`config.mk`:
```
export PLATFORM = sky130hd
export DESIGN_NAME = rvfi_trace_fifo
export DESIGN_NICKNAME = d
export VERILOG_FILES = /design/src/rtl/rvfi_trace_fifo.sv
export SDC_FILE = /design/constraint.sdc
export NUM_CORES = 2
export LEC_CHECK = 0
export CAP_MARGIN = 5
export CORE_AREA = 2 2 561 619
export CTS_CLUSTER_SIZE = 25
export DETAILED_ROUTE_END_ITERATION = 8
export DIE_AREA = 0 0 563 621
export PLACE_DENSITY = 0.4
export SLEW_MARGIN = 20
export SYNTH_ARGS = -nofsm -noshare
export SYNTH_HDL_FRONTEND = slang
export SYNTH_SLANG_ARGS = --single-unit
```
`constraint.sdc`:
```
create_clock -name clk -period 26.1 [get_ports clk]
set_input_delay 5.22 -clock clk [delete_from_list [all_inputs] [get_ports clk]]
set_output_delay 5.22 -clock clk [all_outputs]
set_load 0.03 [all_outputs]
```
`src/rtl/rvfi_trace_fifo.sv`:
```
// RVFI retirement trace buffer: captures one record per retired instruction into a
// DEPTH-entry FIFO and streams each record out as eight 32-bit words.
module rvfi_trace_fifo #(
    parameter int DEPTH = 8,
    parameter int CNT_W = 16
) (
    input  logic                     clk,
    input  logic                     rst_n,
    input  logic                     en,
    input  logic                     rvfi_valid,
    input  logic [63:0]              rvfi_order,
    input  logic [31:0]              rvfi_insn,
    input  logic                     rvfi_trap,
    input  logic                     rvfi_halt,
    input  logic                     rvfi_intr,
    input  logic [4:0]               rvfi_rd_addr,
    input  logic [31:0]              rvfi_rd_wdata,
    input  logic [31:0]              rvfi_pc_rdata,
    input  logic [31:0]              rvfi_pc_wdata,
    input  logic [31:0]              rvfi_mem_addr,
    input  logic [3:0]               rvfi_mem_rmask,
    input  logic [3:0]               rvfi_mem_wmask,
    input  logic [31:0]              rvfi_mem_wdata,
    output logic                     out_valid,
    input  logic                     out_ready,
    output logic [31:0]              out_data,
    output logic                     out_last,
    input  logic                     drop_clr,
    output logic [CNT_W-1:0]         drop_count,
    output logic                     overflow,
    output logic [$clog2(DEPTH):0]   level
);

    localparam int AW = $clog2(DEPTH);
    localparam logic [AW:0]    LVL_FULL = (AW+1)'(DEPTH);
    localparam logic [AW:0]    LVL_ONE  = (AW+1)'(1);
    localparam logic [AW-1:0]  PTR_ONE  = AW'(1);
    localparam logic [CNT_W-1:0] CNT_ONE = CNT_W'(1);

    typedef logic [7:0][31:0] rec_t;

    rec_t          mem [DEPTH];
    rec_t          new_rec;
    rec_t          head_nxt;
    logic [AW-1:0] wr_ptr, rd_ptr, rd_ptr_nxt;
    logic [2:0]    word_idx, idx_nxt;
    logic [AW:0]   level_nxt;
    logic [31:0]   data_nxt;
    logic          last_nxt;
    logic          push_req, hs, pop, accept, drop;

    always_comb begin
        new_rec[0] = rvfi_order[31:0];
        new_rec[1] = rvfi_insn;
        new_rec[2] = rvfi_pc_rdata;
        new_rec[3] = rvfi_pc_wdata;
        new_rec[4] = rvfi_rd_wdata;
        new_rec[5] = rvfi_mem_addr;
        new_rec[6] = {rvfi_order[47:32], rvfi_intr, rvfi_halt, rvfi_trap,
                      rvfi_mem_rmask, rvfi_mem_wmask, rvfi_rd_addr};
        new_rec[7] = rvfi_mem_wdata;
    end

    assign out_valid = (level != '0);
    assign hs        = out_valid & out_ready;
    assign pop       = hs & out_last;
    assign push_req  = rvfi_valid & en;
    // A full FIFO still takes a record when the head frees on the same edge.
    assign accept    = push_req & ((level != LVL_FULL) | pop);
    assign drop      = push_req & ~accept;

    always_comb begin
        // NOTE: every output gets a default first so no path can infer a latch.
        level_nxt  = level;
        rd_ptr_nxt = rd_ptr;
        idx_nxt    = word_idx;
        if (accept && !pop) begin
            level_nxt = level + LVL_ONE;
        end else if (!accept && pop) begin
            level_nxt = level - LVL_ONE;
        end
        if (pop) begin
            rd_ptr_nxt = rd_ptr + PTR_ONE;
        end
        if (hs) begin
            idx_nxt = word_idx + 3'd1;
        end
        // The sole entry after this edge is the record being written now.
        if (accept && level_nxt == LVL_ONE) begin
            head_nxt = new_rec;
        end else begin
            head_nxt = mem[rd_ptr_nxt];
        end
        data_nxt = (level_nxt != '0) ? head_nxt[idx_nxt] : 32'h0;
        last_nxt = (level_nxt != '0) && (idx_nxt == 3'd7);
    end

    // NOTE: record storage carries no reset; level and pointers define validity.
    always_ff @(posedge clk) begin
        if (accept) begin
            mem[wr_ptr] <= new_rec;
        end
    end

    always_ff @(posedge clk or negedge rst_n) begin
        if (!rst_n) begin
            wr_ptr   <= '0;
            rd_ptr   <= '0;
            word_idx <= '0;
            level    <= '0;
            out_data <= '0;
            out_last <= 1'b0;
        end else begin
            if (accept) begin
                wr_ptr <= wr_ptr + PTR_ONE;
            end
            rd_ptr   <= rd_ptr_nxt;
            word_idx <= idx_nxt;
            level    <= level_nxt;
            out_data <= data_nxt;
            out_last <= last_nxt;
        end
    end

    // Clear wins over a same-cycle drop; the counter saturates at all-ones.
    always_ff @(posedge clk or negedge rst_n) begin
        if (!rst_n) begin
            drop_count <= '0;
            overflow   <= 1'b0;
        end else if (drop_clr) begin
            drop_count <= '0;
            overflow   <= 1'b0;
        end else if (drop) begin
            if (drop_count != '1) begin
                drop_count <= drop_count + CNT_ONE;
            end
            overflow <= 1'b1;
        end
    end

endmodule

```
Yosys cells after proc, flatten, opt, wreduce, memory -nomap -nowiden
Memory sizes are Yosys's and may differ from the RTL's.
Index checks and enable logic that the tools add are counted.
Widths: inputs -> output; s select.
- register bits after elaboration: 63
- bits in writable memories: 2048
- input bits: 278
- output and inout bits: 55
- logic and storage cells: 53
- memories kept: 1
- $add $sub $neg: 6
- order comparisons: 1
- eq/ne operators: 4
- muxes and demuxes: 15
- bitwise operators: 7
- reduce and logical (&&, ||, !) cells: 11
- memories (memory ; depth ; bits a word ; rd ports ; clocked after memory_dff ; wr ports ; RTL line ; source):
    mem ; 8 ; 256 ; 1 ; 0 ; 1 ; 42 ; rec_t mem [DEPTH];
- operators with widths (cell ; count):
    $mux 256 ; 1
    $bmux 32 s3 ; 1
    $mux 32 ; 2
    $mux 16 ; 3
    $add 16x1->16 const B ; 1
    $ne 16x16->1 const B ; 1
    $add 3x1->3 const B ; 3
    $mux 4 ; 2
    $reduce_bool 4->1 ; 2
    $mux 3 ; 2
    $and 1x1->1 ; 5
    $add 4x1->4 const B ; 1
    $eq 4x1->1 const B ; 1
    $logic_and 1x1->1 ; 4
    $lt 3x4->1 const B ; 1
    $mux 1 ; 4
    $ne 4x4->1 const B ; 1
    $reduce_bool 2->1 ; 2
    $sub 4x1->4 const B ; 1
    $eq 3x3->1 const B ; 1
    $logic_not 1->1 ; 2
    $reduce_and 2->1 ; 1
    $not 1->1 ; 1
    $or 1x1->1 ; 1

Logic depth before layout (Yosys ltp)
- depth after elaboration: 15
- gate-level depth with buffers: 18
- mapped depth without buffers: 12

Worst setup path before layout
OpenSTA, ideal clock, no wires.
- path kind: in2reg
- start: input port out_ready
- end: memory mem[2][0] in the netlist's numbering, enable pin
- library setup time: 1.587 ns
- arrival time: 31.577 ns
- required time: 24.513 ns
- setup slack: -7.064 ns
- cell stages on the path: 3
- buffers on the path: 0
- cells stage by stage: nand2_2 > a31o_1 > nor4b_1
- cells in the longest elaborated chain, start to end: 6
- RTL lines (element ; RTL line ; source):
    start: declaration ; 25 ; input logic out_ready,
    $and 1x1->1 ; 65 ; assign hs = out_valid & out_ready;
    $and 1x1->1 ; 66 ; assign pop = hs & out_last;
    $or 1x1->1 ; 69 ; assign accept = push_req & ((level != LVL_FULL) | pop);
    $and 1x1->1 ; 69 ;
    $mux 1 ; 100 ; if (accept) begin
    $mux 1 (not written as such) ; 101 ; mem[wr_ptr] <= new_rec;
    end: declaration ; 42 ;
No other way between the ends.

Worst setup path after layout
- start: input port out_ready
- end: register out_data[13]
- cells in the longest elaborated chain, start to end: 14
- elaborated cells on any way between the ends: 20
- classes of those cells: eq/ne (1); mux (8); bitwise (4); reduce/logical (6); memory (1)
- RTL lines (element ; RTL line ; source):
    $and 1x1->1 * ; 65 ;
    $and 1x1->1 ; 66 ;
    $or 1x1->1 ; 69 ;
    $and 1x1->1 ; 69 ;
    $logic_not 1->1 ; 79 ; end else if (!accept && pop) begin
    $logic_and 1x1->1 ; 79 ;
    $mux 4 ; 79 ;
    $mux 4 ; 77 ; if (accept && !pop) begin
    $eq 4x1->1 ; 89 ; if (accept && level_nxt == LVL_ONE) begin
    $logic_and 1x1->1 ; 89 ;
    $mux 256 ; 89 ;
    $bmux 32 s3 ; 94 ; data_nxt = (level_nxt != '0) ? head_nxt[idx_nxt] : 32'h0;
    $mux 32 (not written as such) ; 94 ;
    $mux 32 * ; 94 ;
    named net data_nxt[13] ; 48 ; logic [31:0] data_nxt;
    end signal: assignment ; 120 ; out_data <= data_nxt;
    end: declaration ; 26 ; output logic [31:0] out_data,
Mark *: on every way through the listed nets, which the timed path passes. The rest lies on a longest branch. The select of a mux whose other input is x is not followed.
A chain may end at the register's enable or synchronous reset.

==> out/metrics.csv <==
stage,metric,value,unit
worst_hold_path,hp-class,reg2reg,
grt,grt_pass1_vias,51400,
worst_setup_path,cp_slowest_cell,clkdlybuf4s50_1,
grt,grt_pass1_wl,436000,microns
floorplanning,rows,226,
worst_hold_path,min_from,overflow$_DFFE_PN0P_,
sta,fmax,88.5,MHz
grt,overflow,0,
floorplanning,die_x,563,microns
power,p_per_area,115,nW/um^2
yosys,yosysWarnings,0,
yosys,synthArstFlopShare,2.98,%
yosys,yosysMostFrequentCell,edfxtp_1,
yosys,synth_edf_count,2048,
sta,hold_viol,0,
yosys,synth.avg_cell_area,15.3,sq um
sta,max-slew-margin-rel,8.24,%
place,hpwl,186000,microns
sta,final-setup-viol-count,0,
yosys,synth_common_cells,"2048 x edfxtp_1, 949 x nand2_1, 309 x mux2i_1",
worst_setup_path,critical_path_peak_fanout,143,
worst_setup_path,worstReg2RegStart,level[0]$_DFF_PN0_,
finish,synthToLayoutAreaGrowth,18.7,%
floorplanning,ioPinCount,333,
sta,finalCriticalPeriod,11.30,ns
worst_setup_path,rrSetupSlack,18.96,ns
sta,fin_tns_setup,0,ns
clock_network,root_buffer,clkbuf_16,
yosys,ys_ff_latch,2111,
worst_hold_path,hold_path_depth,2,
clock_network,clk_latency,0.93,ns
routing,dr.pass1.iters,6,
worst_setup_path,critPathRequiredTime,26.95,ns
sta,final_max_slew_viol_count,0,
worst_setup_path,crit_type,in2reg,
clock_network,path_clk_slew,0.06,ns
finish,drive_above_1_share,10.7,%
floorplanning,core-area,343000,sq um
floorplanning,die_height,621,microns
yosys,synthesis.area,85500,sq um
routing,drc,0,
worst_hold_path,hold_end,overflow$_DFFE_PN0P_,
worst_setup_path,r2r_end,out_data[13]$_DFF_PN0_,
sta,fin_ws,14.80,ns
routing,detailedRoute.firstIterationViolations,4638,
routing,wl,316000,microns
worst_setup_path,startpoint_type,input pin,
routing,viasPerCell,4.93,
finish,fillCellCount,34400,
grt,grt_usage,17.6,%
worst_setup_path,crit_chain,clkdlybuf4s50_1 > nand3_2 > nor3_4 > buf_4 > nor2_4 > inv_8 > buf_12 > buf_4 > buf_12 > a211oi_1 > a311oi_1 > nor3_1 > o311ai_1 > and3_1,
flow_run,max_cap_violations,0,
finish,multi_input_area,20800,sq um
sta,grt_setup_unrepaired,false,
clock_network,cts_tree,yes,
sta,period_share,43.3,%
power,vdd_drop_max,0.000140,V
finish,fin_nets,6161,
grt,grt_antenna_before_repair,145,
yosys,ys_types,84,
place,dp_slack,13.82,ns
clock_network,htree_levels,4,
clock_network,cts_setup_buffers,0,
clock_network,cts-resized-gates,0,
floorplanning,die-area,350000,sq um
place,portBuffers,316,
clock_network,cts.hold.buffers_added,0,
yosys,synthTopCellsByArea,"edfxtp_1 72%, nand2_1 4.2%, mux2i_1 3.6%, mux4_2 2.8%, a211oi_1 2.3%",
run_status,status,finished clean,
power,p_leak,32.6,nW
sta,tightest_slew,1.38,ns
grt,grt_max_degree,226,
worst_setup_path,ff2ff_path_depth,17,
yosys,seq_area_frac_synth,73.7,%
yosys,synth_area_leader_cell,edfxtp_1,
routing,via_count,52600,
yosys,synthCells,5581,
place,gp_congestion,0.755,
worst_setup_path,critPathMaxStageDelay,0.90,ns
worst_setup_path,end_kind,register,
yosys,synth-main-ff-cell,edfxtp_1,
clock_network,cts_made_buffers,237,
yosys,synth.net_count,5865,
floorplanning,start_util,24.9,%
routing,wl_per_cell,29.6,microns
yosys,synth.top_cell.area_share,71.9,%
finish,seqCellArea,63100,sq um
routing,final_antenna_net_count,0,
clock_network,clock_path_buffers,4,
worst_setup_path,cp.arrival,12.16,ns
sta,fin_skew,0.101,ns
clock_network,clock_sinks,2111,
-- cell usage in the layout, fill, tap and decap left out, types with 44 or more instances in the layout --
master           instances
o21ai_0                 66
clkbuf_1                64
buf_4                  131
a21oi_1                103
nand2_1                949
dfrtp_1                 63
a211oi_1               259
clkbuf_16              243
clkinv_1                54
and3_1                 273
edfxtp_1              2048
nor2_1                  44
a311oi_1               151
mux2i_1                309
a31oi_1                138
mux4_2                 106
nand3_1                189
clkdlybuf4s50_1        315
nand4_1                 45
-- layer usage --
metal,vias to the layer above,track usage (%),share of wire (%)
met5,-,0,0.18
met4,88,4.06,2.5
met3,518,4.41,7.2
met2,1601,28.4,47
met1,27600,23.6,44
li1,22700,-,-
-- critical path: cells and delay by family --
| kind | cells | cell delay (ns) |
|---|---|---|
| AOI/OAI and AO/OA | 3 | 1.35 |
| buffers and inverters | 6 | 3.62 |
| and+or+nand+nor | 5 | 1.61 |
-- power by group --
group          switching (mW)  internal (mW)
Sequential              0.100           4.01
Clock                    1.39           1.86
Combinational            3.01           1.29
Total                    4.50           7.16
-- layout make-up --
cell class,instances,share of cell area (%)
Sequential cell,2111,62.1
Multi-Input combinational cell,3053,20.4
Clock buffer,316,6.35
Tap cell,4560,5.62
Timing Repair Buffer,461,4.37
Clock inverter,124,0.949
Inverter,13,0.0973
Antenna cell,30,0.0739
-- registers in the layout, indices dropped and copies added (netlist names) --
register	flops
wr_ptr	3
word_idx	3
out_last	1
overflow	1
drop_count	16
out_data	32
mem	2048
rd_ptr	3
level	4
-- stage by stage --
stage | util (%) | std cells | total power [mW] | hold WS, ns | instance area, sq um
4_1_cts | 29.6 | 10600 | 11.8 | 0.543 | 101000
2_1_floorplan | - | 5581 | 6.78 | 0.582 | 85600
6_report | 29.6 | 10700 | 11.7 | 0.534 | 102000
3_5_place_dp | 27.4 | 10200 | 8.56 | 0.533 | 94100
3_3_place_gp | 27.4 | 10200 | 8.54 | 0.529 | 94100
5_1_grt | 29.6 | 10600 | 12.2 | 0.577 | 102000
-- kinds of logic after synthesis --
logic type | after synthesis | synth area share [%]
xor+xnor | 21 | 0.215
compound gates | 971 | 8.37
mux | 429 | 6.59
buf+inv | 417 | 2.34
flops | 2111 | 73.7
simple gates | 1626 | 8.66
fa+ha+maj | 6 | 0.0878
-- worst max path at each step --
stage / startpoint / endpoint / cells past startpoint
after floorplan: rvfi_valid / mem[3][0]$_DFFE_PP_ / 4
after global routing: out_ready / out_data[9]$_DFF_PN0_ / 14
after CTS: out_ready / out_data[11]$_DFF_PN0_ / 14
after detailed placement: out_ready / out_data[11]$_DFF_PN0_ / 14
after global placement: out_ready / out_data[11]$_DFF_PN0_ / 14
final: out_ready / out_data[13]$_DFF_PN0_ / 14
No activity file was read; power rests on OpenSTA's default activity.
